## config.mk

```make
export PLATFORM = sky130hd
export DESIGN_NAME = pipo_load_arbiter
export DESIGN_NICKNAME = d
export VERILOG_FILES = /design/src/rtl/pipo_load_arbiter.sv
export SDC_FILE = /design/constraint.sdc
export NUM_CORES = 1
export LEC_CHECK = 0
export CORE_MARGIN = 4
export CORE_UTILIZATION = 47
export DETAILED_ROUTE_END_ITERATION = 16
export PLACE_DENSITY = 0.93
export SYNTH_ARGS = -nofsm -noshare
export SYNTH_HDL_FRONTEND = slang
export SYNTH_SLANG_ARGS = --single-unit
```

## constraint.sdc

```tcl
create_clock -name clk -period 5.4 [get_ports clk]
set_clock_uncertainty 0.15 [all_clocks]
set_input_delay 1.08 -clock clk [delete_from_list [all_inputs] [get_ports clk]]
set_output_delay 1.08 -clock clk [all_outputs]
set_load 0.01 [all_outputs]
```

## src/rtl/pipo_load_arbiter.sv

```systemverilog
// Four-way arbiter that shares one pipo register: a single-cycle load per winner, then a HOLD-cycle ownership window.
// Build option: define PIPO_ARB_FIXED_PRIO_EN for fixed priority (requester 0 highest) instead of round-robin.
module pipo_load_arbiter #(
  parameter int WIDTH = 4,
  parameter int HOLD  = 4
) (
  input  logic             clk,
  input  logic             rst,
  input  logic [3:0]       req,
  input  logic [WIDTH-1:0] din0,
  input  logic [WIDTH-1:0] din1,
  input  logic [WIDTH-1:0] din2,
  input  logic [WIDTH-1:0] din3,
  output logic             load,
  output logic [WIDTH-1:0] pi,
  output logic [3:0]       gnt,
  output logic [1:0]       owner,
  output logic             busy
);

  localparam int CW = (HOLD > 0) ? $clog2(HOLD + 1) : 1;
  localparam logic [CW-1:0] HOLD_LAST = (HOLD > 0) ? CW'(HOLD - 1) : '0;

  typedef enum logic [1:0] {ST_IDLE, ST_GRANT, ST_HOLD} state_t;

  state_t          state, state_n;
  logic [CW-1:0]   cnt, cnt_n;
  logic            load_n, busy_n;
  logic [3:0]      gnt_n;
  logic [WIDTH-1:0] pi_n, din_sel;
  logic [1:0]      owner_n, win, idx, base;

`ifdef PIPO_ARB_FIXED_PRIO_EN
  assign base = 2'd0;
`else
  logic [1:0] ptr, ptr_n;
  assign base = ptr;
`endif

  // Scan downward so the requester closest above the search base is the last to overwrite win.
  always_comb begin
    win = base;
    idx = base;
    for (int k = 3; k >= 0; k--) begin
      idx = base + 2'(k);
      if (req[idx]) win = idx;
    end
  end

  always_comb begin
    case (win)
      2'd0:    din_sel = din0;
      2'd1:    din_sel = din1;
      2'd2:    din_sel = din2;
      default: din_sel = din3;
    endcase
  end

  always_comb begin
    state_n = state;
    cnt_n   = cnt;
    load_n  = 1'b0;
    gnt_n   = 4'b0000;
    pi_n    = pi;
    owner_n = owner;
    busy_n  = busy;
`ifndef PIPO_ARB_FIXED_PRIO_EN
    ptr_n   = ptr;
`endif
    case (state)
      ST_IDLE: begin
        if (req != 4'b0000) begin
          state_n = ST_GRANT;
          load_n  = 1'b1;
          gnt_n   = 4'b0001 << win;
          pi_n    = din_sel;
          owner_n = win;
          busy_n  = 1'b1;
`ifndef PIPO_ARB_FIXED_PRIO_EN
          ptr_n   = win + 2'd1;
`endif
        end
      end
      ST_GRANT: begin
        if (HOLD > 0) begin
          state_n = ST_HOLD;
          cnt_n   = HOLD_LAST;
        end else begin
          state_n = ST_IDLE;
          busy_n  = 1'b0;
        end
      end
      ST_HOLD: begin
        if (cnt == '0) begin
          state_n = ST_IDLE;
          busy_n  = 1'b0;
        end else begin
          cnt_n = cnt - CW'(1);
        end
      end
      default: begin
        state_n = ST_IDLE;
        busy_n  = 1'b0;
      end
    endcase
  end

  // Every output is a flop; reset abandons any hold in progress.
  always_ff @(posedge clk) begin
    if (rst) begin
      state <= ST_IDLE;
      cnt   <= '0;
      load  <= 1'b0;
      gnt   <= 4'b0000;
      pi    <= '0;
      owner <= 2'd0;
      busy  <= 1'b0;
`ifndef PIPO_ARB_FIXED_PRIO_EN
      ptr   <= 2'd0;
`endif
    end else begin
      state <= state_n;
      cnt   <= cnt_n;
      load  <= load_n;
      gnt   <= gnt_n;
      pi    <= pi_n;
      owner <= owner_n;
      busy  <= busy_n;
`ifndef PIPO_ARB_FIXED_PRIO_EN
      ptr   <= ptr_n;
`endif
    end
  end

endmodule
```

==> metrics.yaml <==
maxCapViolations: 0
clock_path_buffers: 2
gr-total-overflow: 0
synthTopCellsByArea: "dfxtp_1 40%, ha_1 7.8%, nor2_1 4.3%"
synth_edf_count: 0
fp.coreArea_sq_um: 1940
whs_path_depth: 2
setup_viol: 0
clockPowerShare: 0.182
ctsHoldBuffers: 0
postLayoutCoreUtil: 0.688
cts-resized-gates: 0
grt_max_degree: 15
synth_adder_area_share: 0.0782
synth_compound_area_frac: 0.245
hold_class: "reg -> reg"
combPwrFrac: 0.383
cts_buffers: 3
grt_usage: 0.180
fin_crit_ps: 3240
hpwl_mm: 1.88
wl_per_cell_um: 14.2
cts-root-buf: "clkbuf_4"
gp_congestion: 0.789
cts.clk_slew.worst_paths_ps: 110
internal_power_uw: 266
netlist_area_sq_um: 960
slew_violations: 0
yosysTopAreaCellShare: 0.396
totalWireLength_mm: 2.33
yosys_warnings: 0
io-pin-count: 34
ys_types: 34
r2r_slack_ps: 3110
dieArea_sq_um: 2830
cp_data_arrival_time_ps: 3270
holdPathEnd: "owner[1]"
yosysMostFrequentCell: "dfxtp_1"
grt_pass1_wl_mm: 3.57
seqPwrFrac: 0.435
nNetsFinal: 166
p_per_area_nw_per_um2: 300
via_per_inst: 5.41
dominantRegCellSynth: "dfxtp_1"
min_from: "owner[1]"
antenna-diode-count: 0
slew_headroom: 0.589
power.leakage_uw: 0.000539
antenna_found_initial: 0
r2r_end: "pi[2]"
total_power_uw: 400
h-tree-depth: 1
grt_pass1_vias: 816
switching_share: 0.335
synth_seq_cells: 19
fin_setup_tns_ps: 0
synthArstFlopShare: 0
rsz0062_at_grt: "no"
io_buffers: 33
critPathKind: "in -> reg"
reg2regPathDepth: 8
net-switching-power_uw: 134
synthXorXnorAreaFrac: 0
hold_viol: 0
drive_gt1_frac: 0.124
cts_sinks: 19
die_w_um: 53.2
die_h_um: 53.2
synth_top_cell_by_area: "dfxtp_1"
fill_cells: 156
tightest_slew_ps: 614
clk_latency_ps: 300
detail_route.iter0.violations: 37
syn_nets: 130
initial_utilization: 0.494
synth_commonest_cells: "19 x dfxtp_1, 11 x nor2_1, 7 x inv_1"
syn_avg_cell_area_sq_um: 9.41
clock.fmax_mhz: 309
period_share: 0.599
area_growth_pct: 39.2
rows: 16
synth_top_family_by_area: "compound AO/OA/AOI/OAI gates"
worst_ir_drop_vdd_uv: 219
cts_tree: "done"
worstSetupEndpointType: "register"
drtAntennaViolNets: 0
status: "finished, final reports clean"
route.detailed.drc: 0
startpoint_type: "input pin"
ys_seq_area_frac: 0.396
timing.rr.start: "base[1]"
crit_required_ps: 5440
synth_mux_area_frac: 0.0417
cts_setup_buffers: 0
dr.pass1.iters: 4
synth_cells: 102
num_vias: 887
crit_path_max_fanout: 7
yosys.area_share.simple: 0.184
[through the flow]
step / instance area (sq um) / worst slack (ps) / std cells / hold WS (ps)
after floorplan: 960 / 2740 / 102 / 304
final: 1340 / 2160 / 164 / 348
after CTS: 1340 / 2190 / 164 / 352
after global placement: 1310 / 1980 / 160 / 311
after detailed placement: 1310 / 1860 / 160 / 330
after global routing: 1340 / 1950 / 164 / 372
[kinds of logic (layout without fill, tap and decap cells)]
| group | Yosys count | in the layout |
|---|---|---|
| AND/OR/NAND/NOR | 31 | 31 |
| AO/OA/AOI/OAI | 30 | 30 |
| flip-flops | 19 | 19 |
| buffers and inverters | 12 | 47 |
| adder cells (fa/ha/maj) | 6 | 6 |
| multiplexers | 4 | 4 |
[sequential cells by signal (all words and copies together) (netlist names)]
| signal | cells |
|---|---|
| load | 1 |
| pi | 4 |
| gnt | 4 |
| owner | 2 |
| busy | 1 |
| state | 2 |
| cnt | 3 |
| base | 2 |
[area by class of cell]
class	instances	area, sq um	area share
Clock buffer	3	22.5	0.0169
Clock inverter	1	5.00	0.00375
Inverter	10	37.5	0.0281
Multi-Input combinational cell	71	527	0.394
Sequential cell	19	380	0.285
Tap cell	27	33.8	0.0253
Timing Repair Buffer	33	330	0.247
[routing by layer]
metal / GRT usage / vias to the layer above / part of all wire
met5: 0 / - / 0
met4: 0.102 / 0 / 0.028
met3: 0.0338 / 6 / 0.032
met2: 0.302 / 18 / 0.51
met1: 0.211 / 418 / 0.43
li1: - / 445 / -
[cell usage in the layout (no fill, tap or decap), drive strengths merged]
cell and count:
clkdlybuf4s50 33, nor4 1, a21oi 5, o21ai 7
clkbuf 3, a222oi 4, a2bb2oi 2, clkinv 1
nor3 3, nor3b 1, nand2 6, a211oi 4
dfxtp 19, o22ai 1, inv 10, nand2b 3
nor2b 3, and3 2, a21o 3, mux2i 4
nor2 11, a311oi 1, ha 6, a211o 1
o211ai 1, nor4b 1, o221a 1
[worst max-delay path, cell delays in order]
cell             delay, ps
clkdlybuf4s50_1        600
nor3b_1                 90
a2bb2oi_1              160
o21ai_2                280
inv_1                  120
ha_1                   240
a222oi_1               340
o21ai_0                140
mux2i_1                170
nor2_1                  60
[power by group through the flow]
stage,Sequential [uW],Clock [uW],Combinational [uW]
final,174,72.8,153
after global routing,176,78.0,171
after CTS,174,73.6,154
after detailed placement,177,0,153
after global placement,176,0,147
after floorplan,181,0,88.4
[worst max-delay path by stage]
stage	startpoint	to	slack, ps	cells after the start
2_1_floorplan	req[0]	pi[3]	2740	8
3_3_place_gp	req[0]	pi[0]	1980	9
3_5_place_dp	req[0]	pi[2]	1860	10
4_1_cts	req[0]	pi[2]	2190	10
5_1_grt	req[0]	pi[0]	1950	9
6_report	req[0]	pi[2]	2160	10
Note: power is estimated with default switching activity, not from simulation.
